## src/rtl/piso_shift_reg_pkg.sv

```systemverilog
// piso_shift_reg_pkg -- shared definitions for the parallel-in/serial-out
// shift register.
//   state_t : FSM state encoding (IDLE=1'b0, SHIFT=1'b1). This is the only
//             place the encoding is defined; the RTL and the bench both import it.
package piso_shift_reg_pkg;

  typedef enum logic {
    IDLE  = 1'b0,
    SHIFT = 1'b1
  } state_t;

  // Width of a counter that must hold every value from 0 to max_val inclusive.
  function automatic int count_width(input int max_val);
    return $clog2(max_val + 1);
  endfunction

endpackage

```

## src/rtl/piso_shift_reg_if.sv

```systemverilog
// piso_shift_reg_if -- parallel-load / serial-out bus.
//   din      : parallel word (master -> slave)
//   load     : load request (master -> slave)
//   shift_en : shift strobe (master -> slave)
//   sout     : serial output bit (slave -> master)
//   q_par    : current register contents (slave -> master)
//   busy     : high while a word is being shifted (slave -> master)
//   done     : one-cycle pulse after the last bit (slave -> master)
//
// Handshake: a word is accepted on a rising edge where load=1 and busy=0.
// While busy=1, load is ignored. Each rising edge with shift_en=1 and busy=1
// consumes the bit on sout. shift_en has no effect while busy=0.
interface piso_shift_reg_if #(
  parameter int WIDTH = 8
);
  logic [WIDTH-1:0] din;
  logic             load;
  logic             shift_en;
  logic             sout;
  logic [WIDTH-1:0] q_par;
  logic             busy;
  logic             done;

  modport master (
    output din, load, shift_en,
    input  sout, q_par, busy, done
  );

  modport slave (
    input  din, load, shift_en,
    output sout, q_par, busy, done
  );
endinterface

```

## src/rtl/piso_shift_reg_dff.sv

```systemverilog
// dff -- D flip-flop with an asynchronous active-high reset.
//   clk : clock (rising edge)
//   rst : asynchronous reset, forces q=0
//   d   : data input
//   q   : registered output
//   qb  : complement of q
module dff (
  input  logic clk,
  input  logic rst,
  input  logic d,
  output logic q,
  output logic qb
);

  always_ff @(posedge clk or posedge rst) begin
    if (rst) begin
      q <= 1'b0;
    end else begin
      q <= d;
    end
  end

  assign qb = ~q;

endmodule

```

## src/rtl/piso_shift_reg.sv

```systemverilog
// piso_shift_reg -- parallel-in / serial-out shift register with a two-state
// IDLE/SHIFT controller.
//   clk     : clock, all state changes on the rising edge
//   rst     : asynchronous active-high reset
//   bus     : piso_shift_reg_if slave (din, load, shift_en, sout, q_par,
//             busy, done)
//   state_o : current FSM state, for observation
// Parameters:
//   WIDTH     : parallel word width, 1..32
//   MSB_FIRST : 1 = bit WIDTH-1 leaves first, 0 = bit 0 leaves first
module piso_shift_reg
  import piso_shift_reg_pkg::*;
#(
  parameter int WIDTH     = 8,
  parameter int MSB_FIRST = 1
) (
  input  logic      clk,
  input  logic      rst,
  piso_shift_reg_if.slave bus,
  output state_t    state_o
);

  localparam int CW = count_width(WIDTH);

  state_t           state_q;
  logic [CW-1:0]    cnt_q;
  logic             done_q;

  logic [WIDTH-1:0] reg_q;
  logic [WIDTH-1:0] reg_qb;
  logic [WIDTH-1:0] reg_d;

  logic             load_acc;
  logic             shift_acc;
  logic             last_shift;
  logic             out_bit;

  assign load_acc   = (state_q == IDLE)  && bus.load;
  assign shift_acc  = (state_q == SHIFT) && bus.shift_en;
  assign last_shift = shift_acc && (cnt_q == CW'(1));

  // Register next value: capture on an accepted load, move one position
  // toward the output end (zero-filling) on an accepted shift, else hold.
  always_comb begin
    reg_d = reg_q;
    if (load_acc) begin
      reg_d = bus.din;
    end else if (shift_acc) begin
      if (MSB_FIRST != 0) begin
        reg_d = reg_q << 1;
      end else begin
        reg_d = reg_q >> 1;
      end
    end
  end

  for (genvar i = 0; i < WIDTH; i++) begin : g_bit
    dff u_bit (
      .clk (clk),
      .rst (rst),
      .d   (reg_d[i]),
      .q   (reg_q[i]),
      .qb  (reg_qb[i])
    );
  end

  // Controller: state, bit counter and the done pulse.
  always_ff @(posedge clk or posedge rst) begin
    if (rst) begin
      state_q <= IDLE;
      cnt_q   <= '0;
      done_q  <= 1'b0;
    end else begin
      done_q <= 1'b0;
      case (state_q)
        IDLE: begin
          if (bus.load) begin
            state_q <= SHIFT;
            cnt_q   <= CW'(WIDTH);
          end
        end
        SHIFT: begin
          if (bus.shift_en) begin
            // Guard keeps the counter from wrapping below zero.
            if (cnt_q != '0) begin
              cnt_q <= cnt_q - CW'(1);
            end
            if (last_shift) begin
              state_q <= IDLE;
              done_q  <= 1'b1;
            end
          end
        end
        default: begin
          state_q <= IDLE;
        end
      endcase
    end
  end

  assign out_bit   = (MSB_FIRST != 0) ? reg_q[WIDTH-1] : reg_q[0];
  assign bus.sout  = (state_q == SHIFT) && out_bit;
  // Parallel view taken from the complementary flop outputs.
  assign bus.q_par = ~reg_qb;
  assign bus.busy  = (state_q == SHIFT);
  assign bus.done  = done_q;
  assign state_o   = state_q;

endmodule

```

## src/flat_wrapper.sv

```systemverilog
// flat-port wrapper written by rule: the top's interface ports become plain ports
module piso_shift_reg_flat import piso_shift_reg_pkg::*;
#(
  parameter int WIDTH     = 8,
  parameter int MSB_FIRST = 1
)
  (clk, rst, state_o, bus_din, bus_load, bus_shift_en, bus_sout, bus_q_par, bus_busy, bus_done);
  piso_shift_reg_if #(.WIDTH(WIDTH)) bus_i ();
  input  logic clk;
  input  logic rst;
  output state_t state_o;
  input wire logic [$bits(bus_i.din)-1:0] bus_din;
  input wire logic [$bits(bus_i.load)-1:0] bus_load;
  input wire logic [$bits(bus_i.shift_en)-1:0] bus_shift_en;
  output wire logic [$bits(bus_i.sout)-1:0] bus_sout;
  output wire logic [$bits(bus_i.q_par)-1:0] bus_q_par;
  output wire logic [$bits(bus_i.busy)-1:0] bus_busy;
  output wire logic [$bits(bus_i.done)-1:0] bus_done;
  assign bus_i.din = bus_din;
  assign bus_i.load = bus_load;
  assign bus_i.shift_en = bus_shift_en;
  assign bus_sout = bus_i.sout;
  assign bus_q_par = bus_i.q_par;
  assign bus_busy = bus_i.busy;
  assign bus_done = bus_i.done;
  piso_shift_reg #(.WIDTH(WIDTH), .MSB_FIRST(MSB_FIRST)) u_core (.clk(clk), .rst(rst), .bus(bus_i), .state_o(state_o));
endmodule
```

## config.mk

```make
export PLATFORM = sky130hd
export DESIGN_NAME = piso_shift_reg_flat
export DESIGN_NICKNAME = d
export VERILOG_FILES = /design/src/rtl/piso_shift_reg_pkg.sv /design/src/rtl/piso_shift_reg_if.sv /design/src/rtl/piso_shift_reg_dff.sv /design/src/rtl/piso_shift_reg.sv /design/src/flat_wrapper.sv
export SDC_FILE = /design/constraint.sdc
export NUM_CORES = 1
export LEC_CHECK = 0
export BUFFER_PORTS_ARGS = -buffer_cell sky130_fd_sc_hd__buf_2
export CORE_MARGIN = 8
export CORE_UTILIZATION = 53
export CTS_BUF_LIST = sky130_fd_sc_hd__clkbuf_8
export DETAILED_ROUTE_END_ITERATION = 8
export PLACE_DENSITY_LB_ADDON = 0.25
export SETUP_SLACK_MARGIN = 0.05
export SYNTH_ARGS = -nofsm -noshare
export SYNTH_HDL_FRONTEND = slang
export SYNTH_HIERARCHICAL = 1
export SYNTH_SLANG_ARGS = --single-unit
```

## constraint.sdc

```tcl
create_clock -name clk -period 1.45 [get_ports clk]
set_clock_uncertainty 0.2 [all_clocks]
set_input_delay 0.29 -clock clk [delete_from_list [all_inputs] [get_ports clk]]
set_output_delay 0.29 -clock clk [all_outputs]
set_load 0.05 [all_outputs]
```

==> results of run 1 <==
[worst max-delay path by stage]
| stage | from | end | slack, ns | cells after the start |
|---|---|---|---|---|
| 2_1_floorplan | u_core/bus.busy$_DFF_PP0_ | bus_sout | 0.01 | 2 |
| 3_3_place_gp | u_core/cnt_q[0]$_DFFE_PP0P_ | u_core/cnt_q[1]$_DFFE_PP0P_ | 0.07 | 4 |
| 3_5_place_dp | u_core/cnt_q[0]$_DFFE_PP0P_ | u_core/cnt_q[1]$_DFFE_PP0P_ | 0.04 | 4 |
| 4_1_cts | u_core/bus.busy$_DFF_PP0_ | bus_sout | -0.007 | 2 |
| 5_1_grt | u_core/g_bit[7].u_bit/q$_DFF_PP0_ | bus_sout | -0.04 | 2 |
| 6_report | u_core/bus.busy$_DFF_PP0_ | bus_sout | -0.009 | 2 |
[final cells by class]
cell class	count	area [um^2]	area share (%)
clock buffers	4	55.1	4.25
inverters	28	105	8.12
flip-flops and latches	14	352	27.1
multi-input cells	55	434	33.5
repair buffers	39	328	25.3
well taps	17	21.3	1.64
[worst max-delay path, cell delays in order, from the launching register on]
cell                      delay (ns)
sky130_fd_sc_hd__dfrtp_2        0.44
sky130_fd_sc_hd__and2_4         0.15
sky130_fd_sc_hd__buf_6          0.14
[cells in the mapped netlist, types with 2 or more instances]
master | instances | area (um^2)
sky130_fd_sc_hd__dfrtp_1 | 14 | 350
sky130_fd_sc_hd__buf_4 | 3 | 22.5
sky130_fd_sc_hd__nor2_1 | 3 | 11.3
sky130_fd_sc_hd__nand2_1 | 6 | 22.5
sky130_fd_sc_hd__mux2i_1 | 10 | 100
sky130_fd_sc_hd__a21oi_1 | 7 | 35.0
sky130_fd_sc_hd__inv_1 | 28 | 105
sky130_fd_sc_hd__ha_1 | 2 | 25.0
sky130_fd_sc_hd__and2b_1 | 6 | 45.0
sky130_fd_sc_hd__a211oi_1 | 7 | 52.6
[timing repair]
| action | in CTS | in global routing |
|---|---|---|
| hold buffers | 1 | 0 |
| pin swaps | 1 | 3 |
| endpoints found under the setup margin | 12 | 15 |
| gates cloned | 0 | 1 |
| setup buffers | 8 | 3 |
| hold endpoints to repair | 14 | 0 |
| resized for setup | 13 | 20 |
[power groups by stage]
stage	Combinational [mW]	Sequential, mW	Clock, mW
2_1_floorplan	0.898	0.692	0
5_1_grt	1.73	0.702	0.402
6_report	1.62	0.687	0.379
3_5_place_dp	1.11	0.711	0
4_1_cts	1.37	0.668	0.390
3_3_place_gp	1.09	0.701	0
[metal layers]
metal / routed length [um] / vias to the layer above
li1: - / 401
met1: 1000 / 399
met2: 1190 / 23
met3: 111 / 4
met4: 31 / 0
met5: 0 / -
[logic make-up (layout without fill, tap and decap cells)]
kind of cell / Yosys count / count (layout) / share of synthesized area (%)
AOI/OAI and AO/OA: 21 / 21 / 16.2
adders and majority gates: 2 / 2 / 2.79
and+or+nand+nor: 22 / 22 / 14.7
buffers and inverters: 33 / 71 / 16.1
DFF: 14 / 14 / 39.1
muxes: 10 / 10 / 11.2
[through the flow]
| stage | std cells | util [%] | setup WS, ns | power (mW) |
|---|---|---|---|---|
| floorplan | 102 | - | 0.0136 | 1.59 |
| global placement | 140 | 61.7 | 0.0745 | 1.79 |
| detailed placement | 140 | 61.7 | 0.0387 | 1.82 |
| CTS | 153 | 71.5 | -0.00748 | 2.43 |
| global route | 157 | 78.4 | -0.0406 | 2.83 |
| finish | 157 | 78.4 | -0.00946 | 2.69 |
[registers in the layout, indices dropped and copies added (netlist names)]
register / count
u_core/bus.busy: 1
u_core/bus.done: 1
u_core/cnt_q: 4
u_core/g_bit.u_bit/q: 8
==> metrics.md, run 1 <==
| Metric | Value |
|---|---|
| Min-Delay Path Class | `primary input to flip-flop` |
| ANT nets after route | `0` |
| Timing-limited maximum frequency | `685 MHz` |
| Maximum ir drop on the vdd rail | `1.30 mV` |
| Post-synth net total | `116` |
| Worst Path Class, Setup | `flip-flop to output port` |
| Distinct cells, synth | `26` |
| CTS H-tree lvls | `1` |
| Clock share of power | `14.1%` |
| Internal cell power | `1.50 mW` |
| Hold path endpoint | `u_core/g_bit[5].u_bit/q$_DFF_PP0_` |
| Count of input and output buffers | `23` |
| Failing checks | `setup timing` |
| Final nets | `155` |
| Logic pwr share | `60.4%` |
| Worst hold-check slack | `0.119 ns` |
| Met1 Usage GRT | `14.0%` |
| Outcome | `finished with violations` |
| Placer congestion estimate | `0.734` |
| Reg2reg start | `u_core/bus.busy$_DFF_PP0_` |
| Wire length of the first global-routing pass | `3330 um` |
| Antenna violations before repair | `0` |
| Setup violations, final | `1` |
| Number of diodes | `0` |
| Maximum number of pins on one net before global-route repair | `18` |
| Clock buffer count from CTS | `3` |
| Reg2reg path depth | `5` |
| Worst Path Required | `0.96 ns` |
| Slew Viols, Final | `0` |
| Number of core rows | `15` |
| Total of flip-flops plus latches after synthesis | `14` |
| Commonest non-fill, non-tap cells in the layout | `sky130_fd_sc_hd__inv_1, sky130_fd_sc_hd__buf_4, sky130_fd_sc_hd__dfrtp_1` |
| Critical path startpoint category | `flip-flop` |
| Overall via count from detail_route | `827` |
| Clock period minus final worst setup slack | `1.46 ns` |
| Endpoints failing hold | `0` |
| Fraction of met3 tracks used by global routing | `3.99%` |
| Fill cell total of the finished layout | `109` |
| Clock root buffer | `sky130_fd_sc_hd__clkbuf_8` |
| Die extent in x | `57.1 um` |
| Net switching power of the design | `1.19 mW` |
| Maximum net fanout on the critical path | `4` |
| Starting DRT DRC Count | `32` |
| Core box area | `1650 um^2` |
| Clock-pin transition on the worst setup and hold timing paths | `0.06 ns` |
| Arrival @ worst endpoint | `0.97 ns` |
| GRT overflow | `0` |
| Routed vias/inst | `5.27` |
| Most common cell after layout, fill and taps aside | `sky130_fd_sc_hd__inv_1` |
| Synthesized area per cell | `8.78 um^2` |
| Slew HR | `80.9%` |
| Number of enable flip-flop cells after synthesis | `0` |
| Static Leak | `0.747 nW` |
| Skew-Pair Late Insertion Delay | `0.24 ns` |
| Clock tree from TritonCTS | `yes` |
| Number of detailed-route iterations in the first pass | `4` |
| Num Clock Sinks | `14` |
| DRT Wirelength | `2330 um` |
| Sw Ratio | `44.4%` |
| Power Density | `2080 nW/um^2` |
| Starting density of the core | `54.2%` |
| Maximum buffer depth of the clock tree | `2` |
| Peak-usage layer in the global routing report | `met2` |
| Max capacitance violation total | `0` |
| Sequential element share of the synthesized area | `39.1%` |
| Primary flip-flop cell chosen by synthesis mapping | `sky130_fd_sc_hd__dfrtp_1` |
| Post-Syn Instances | `102` |
| Total DRC errors in the routed layout | `0` |
| Area growth from synthesis to final layout | `44.6%` |
| Area of the mapped netlist | `896 um^2` |
| Post-synth ARST share | `100%` |
| Hold path depth | `3` |
| Met2 GRT Util | `20.6%` |
| Hold path startpoint | `bus_din[5]` |
| Sequential Power Share | `25.5%` |
| Actual transition at the worst max-transition pin | `0.287 ns` |
| Number of placed I/O pins | `24` |
| Final Cell Area | `1290 um^2` |
| Minimum setup slack among reg-to-reg paths | `0.03 ns` |
| All-Layer GR Usage | `12.3%` |
| Via count of the first global-routing pass | `771` |
| Routed length per instance | `14.9 um` |
| Type of destination of the critical path | `output port` |
| Number of warnings issued by yosys | `6` |
| Final WS setup | `-0.00946 ns` |
| Die height | `57.1 um` |
| Full die area | `3260 um^2` |
| Fin Setup TNS | `-0.00946 ns` |
| Worst R2R End | `u_core/cnt_q[3]$_DFFE_PP0P_` |
| Unrepaired setup endpoints after global routing | `true` |
| Placed standard-cell area | `1020 um^2` |
| Share of post-route cells with drive strength above 1 | `38.6%` |
| Detailed placer's ending HPWL | `1350 um` |
| Part of the cycle the worst path needs | `101%` |
Power figures use the tool's default switching activity.
==> inputs of run 2 (changes only) <==
--- a/config.mk
+++ b/config.mk
@@ -14,5 +14,4 @@
 export SETUP_SLACK_MARGIN = 0.05
 export SYNTH_ARGS = -nofsm -noshare
 export SYNTH_HDL_FRONTEND = slang
-export SYNTH_HIERARCHICAL = 1
 export SYNTH_SLANG_ARGS = --single-unit
==> run 2 against run 1 <==
  * The run still ends with setup timing left
  * Maximum frequency grew 0.65%
  * Synthesized cell count shrank 20%
  * Sequential share of layout area grew 4.9 points
  * Cell area shrank 15%
  * Clock-buffer cell count shrank 1
  * Sequential cell count is the same
  * Register-to-register slack is essentially flat
  * Die area shrank 3.2%
  * Worst setup slack gained 0.0094 ns
  * Synthesized area shrank 4.5%
  * Total power shrank 2.7%
  * Critical path type unchanged
  * Critical endpoint unchanged
  * Largest power group unchanged
  * Highest routed layer is now met3
==> metrics.md, run 2 <==
| Metric | Value |
|---|---|
| Outcome | `finished with violations` |
| Failing checks | `setup timing` |
| Commonest non-fill, non-tap cells in the layout | `sky130_fd_sc_hd__buf_2, sky130_fd_sc_hd__dfrtp_1, sky130_fd_sc_hd__nor2_1` |
| Register with the most flip-flops | `u_core.g_bit.u_bit.q` |
| Synth Area in Compound Gates | `15.6% (-0.56 points)` |
| Routed length per instance | `15.7 um (+5.5%)` |
| Unrepaired setup endpoints after global routing | `true` |
| Post-Synth Adder-Cell Area | `2.92% (+0.13 points)` |
| Main area contributors after synthesis | `sky130_fd_sc_hd__dfrtp_1, sky130_fd_sc_hd__buf_4, sky130_fd_sc_hd__mux2i_1, sky130_fd_sc_hd__nor2_1, sky130_fd_sc_hd__a211oi_1` |
| Clock root buffer | `sky130_fd_sc_hd__clkbuf_8` |
| Worst Path Class, Setup | `flip-flop to output port` |
| DRT Wirelength | `1870 um (-20%)` |
| CP Buf/Inv Count | `1 (unchanged)` |
| Most common cell after layout, fill and taps aside | `sky130_fd_sc_hd__buf_2` |
| Num Clock Sinks | `14 (unchanged)` |
| Total of flip-flops plus latches after synthesis | `14 (unchanged)` |
| Clock tree from TritonCTS | `yes` |
| Largest area contributor in the synthesized netlist | `sky130_fd_sc_hd__dfrtp_1` |
| Number of placed I/O pins | `24 (unchanged)` |
| Maximum buffer depth of the clock tree | `2 (unchanged)` |
| CTS H-tree lvls | `1 (unchanged)` |
| Post-synth net total | `96 (-17%)` |
| Full die area | `3160 um^2 (-3.2%)` |
| Maximum number of pins on one net before global-route repair | `15 (-3)` |
| Worst hold-check slack | `0.115 ns (-0.00402 ns)` |
| Endpoints failing hold | `0 (unchanged)` |
| Post-synth ARST share | `100% (unchanged)` |
| Largest delay share family, worst path | `flip-flops` |
| Count leader, synth | `sky130_fd_sc_hd__dfrtp_1` |
| Overall via count from detail_route | `642 (-22%)` |
| Count of input and output buffers | `23 (unchanged)` |
| Slew HR | `75.5% (-5.3 points)` |
| Final nets | `118 (-24%)` |
| Cell with the biggest individual delay on the critical path | `sky130_fd_sc_hd__dfrtp_2` |
| Maximum net fanout on the critical path | `4 (unchanged)` |
| Total DRC errors in the routed layout | `0 (unchanged)` |
| Part of the cycle the worst path needs | `100% (-0.65 points)` |
| Sw Ratio | `48.3% (+3.9 points)` |
| Number of diodes | `0 (unchanged)` |
| Top post-synthesis cells by count | `sky130_fd_sc_hd__dfrtp_1, sky130_fd_sc_hd__buf_4, sky130_fd_sc_hd__nor2_1, sky130_fd_sc_hd__mux2i_1` |
| Footprint of the flip-flops and latches | `352 um^2 (unchanged)` |
| Worst Path Required | `0.96 ns (about the same)` |
| Top cell type's share of synthesized area | `40.9% (+1.8 points)` |
| Flip-flop count of the largest register after layout | `8 (unchanged)` |
| Distinct cells, synth | `27 (+3.8%)` |
| Clock share of power | `12.5% (-1.6 points)` |
| Area growth from synthesis to final layout | `28.1%` |
| Area of combinational cells with multiple inputs | `445 um^2 (+2.6%)` |
| Cells traversed along the worst timing path | `and2_4 -> buf_8` |
| Clock-pin transition on the worst setup and hold timing paths | `0.06 ns (about the same)` |
| Via count of the first global-routing pass | `727 (-5.7%)` |
| Max capacitance violation total | `0 (unchanged)` |
| Delay of the slowest cell on the worst path | `0.43 ns (about the same)` |
| All-Layer GR Usage | `12.5% (+0.16 points)` |
| Die height | `56.2 um (-1.6%)` |
| Slew Viols, Final | `0 (unchanged)` |
| Number of detailed-route iterations in the first pass | `5 (+1)` |
| Fraction of synthesized cell area in xor and xnor cells | `0% (unchanged)` |
| Primary flip-flop cell chosen by synthesis mapping | `sky130_fd_sc_hd__dfrtp_1` |
| Min-Delay Path Class | `primary input to flip-flop` |
| Setup violations, final | `1 (unchanged)` |
| Clock period minus final worst setup slack | `1.45 ns (-0.00941 ns)` |
| ANT nets after route | `0 (unchanged)` |
| Actual transition at the worst max-transition pin | `0.367 ns (+0.0802 ns)` |
| Arrival @ worst endpoint | `0.96 ns (about the same)` |
| Antenna violations before repair | `0 (unchanged)` |
| Net switching power of the design | `1.26 mW (+5.9%)` |
| Post-Syn Instances | `82 (-20%)` |
| Static Leak | `0.519 nW (-31%)` |
| Core box area | `1510 um^2 (-8.8%)` |
| Number of warnings issued by yosys | `0 (-6)` |
| Detailed placer's ending HPWL | `1320 um (-1.5%)` |
| Internal cell power | `1.35 mW (-9.5%)` |
| Maximum ir drop on the vdd rail | `1.30 mV (+0.35%)` |
| Die extent in x | `56.2 um (-1.6%)` |
| Number of core rows | `14 (-1)` |
| Area fraction in and, or, nand and nor cells after synthesis | `15.9% (+1.3 points)` |
| Sequential element share of the synthesized area | `40.9% (+1.8 points)` |
| Combinational family with the most area after synthesis | `simple AND/OR/NAND/NOR gates` |
| Number of enable flip-flop cells after synthesis | `0 (unchanged)` |
| GRT overflow | `0 (unchanged)` |
| Area of the mapped netlist | `856 um^2 (-4.5%)` |
| Wire length of the first global-routing pass | `3380 um (+1.5%)` |
| Post-route insts no fill | `119 (-24%)` |
| Starting DRT DRC Count | `11 (-66%)` |
| Critical path startpoint category | `flip-flop` |
| Type of destination of the critical path | `output port` |
| Clock buffer count from CTS | `3 (unchanged)` |
| Fin Setup TNS | `-0.0000459 ns (+0.00941 ns)` |
| Fill cell total of the finished layout | `101 (-7.3%)` |
| Timing-limited maximum frequency | `690 MHz (+0.65%)` |
| Share of post-route cells with drive strength above 1 | `49.5% (+11 points)` |
| Final total power | `2.62 mW (-2.7%)` |
| Final WS setup | `-0.0000459 ns (+0.00941 ns)` |
| Multiplexer area fraction after synthesis | `9.94% (-1.2 points)` |
| Synthesized area per cell | `10.4 um^2 (+19%)` |
| Post-Place Cells | `113 (-19%)` |
| Power Density | `2390 nW/um^2 (+15%)` |
| Logic pwr share | `59.4% (-1.0 points)` |
| Registers with the most flip-flops | `u_core.g_bit.u_bit.q (8), u_core.cnt_q (4)` |
| Sequential Power Share | `28.1% (+2.6 points)` |
| Starting density of the core | `56.8% (+2.6 points)` |
| Placer congestion estimate | `0.772 (+5.2%)` |
| Routed vias/inst | `5.39 (+2.4%)` |
| Skew-Pair Late Insertion Delay | `0.24 ns (about the same)` |
-- run 2: changes by cell type in the layout (fill, tap and decap cells not counted), sizes merged, moves of 4 or more --
cell	before	now
inv	28	7
a21oi	8	4
and2b	6	0
buf	37	24
nor2	3	9
-- run 2: worst paths after layout --
kind                       slack (ns)                                 from  cells past startpoint                             endpoint
setup / recovery             -0.00005            u_core.bus.busy$_DFF_PP0_                      2                             bus_sout
max in group asynchronous        0.49                                  rst                      4            u_core.bus.busy$_DFF_PP0_
min in group asynchronous        0.38                                  rst                      4  u_core.g_bit[0].u_bit.q$_DFFE_PP0P_
hold reg to reg                  0.33  u_core.g_bit[5].u_bit.q$_DFFE_PP0P_                      2  u_core.g_bit[5].u_bit.q$_DFFE_PP0P_
hold / removal                   0.11                           bus_din[3]                      3  u_core.g_bit[3].u_bit.q$_DFFE_PP0P_
setup reg to reg                 0.03            u_core.bus.busy$_DFF_PP0_                      4  u_core.g_bit[4].u_bit.q$_DFFE_PP0P_
-- run 2: per-layer routing --
layer / vias up / share of wire [%] / track usage, %
met5: - / 0 / 0
met4: 0 / 0 / 1.37
met3: 0 / 6.8 / 4.57
met2: 14 / 54 / 23.8
met1: 310 / 39 / 12.8
li1: 318 / - / -
-- run 2: cell type report --
cell class | instances | area share (%)
multi-input combinational | 49 | 40.6
sequential | 14 | 32.1
timing repair buffer | 30 | 19.3
clock buffer | 3 | 3.77
inverter | 6 | 2.05
tap | 16 | 1.83
clock inverter | 1 | 0.342
-- run 2: tightest hold or removal path, delay by kind of cell --
family	cells	cell delay, ns
AOI/OAI and AO/OA	1	0.07
buffers and inverters	1	0.07
and+or+nand+nor	1	0.08
-- run 2: kinds of logic after synthesis --
kind of cell | Yosys count
multiplexers | 8
AND/OR/NAND/NOR | 21
flip-flops | 14
buffers and inverters | 19
adder cells (fa/ha/maj) | 2
AO/OA/AOI/OAI | 18
-- run 2: power groups by stage --
stage | clock (mW) | sequential (mW) | combinational, mW
final | 0.328 | 0.735 | 1.55
after global routing | 0.349 | 0.764 | 1.67
after CTS | 0.331 | 0.701 | 1.41
after detailed placement | 0 | 0.729 | 1.29
after global placement | 0 | 0.720 | 1.25
after floorplan | 0 | 0.751 | 1.11
-- run 2: metrics by stage --
stage	area (um^2)	setup slack, ns	utilization (%)
after detailed placement	930	-0.0278	61.7
after CTS	1020	0.000155	67.5
after global placement	930	0.0618	61.7
final	1100	-0.0000459	72.8
after floorplan	870	-0.0881	-
after global routing	1100	-0.0277	72.8
-- run 2: repair_timing --
action / CTS / global route
hold buffers: 1 / 0
setup buffers: 1 / 0
pin swaps: 1 / 2
resized for setup: 7 / 21
hold endpoints to repair: 14 / 0
endpoints found under the setup margin: 7 / 18
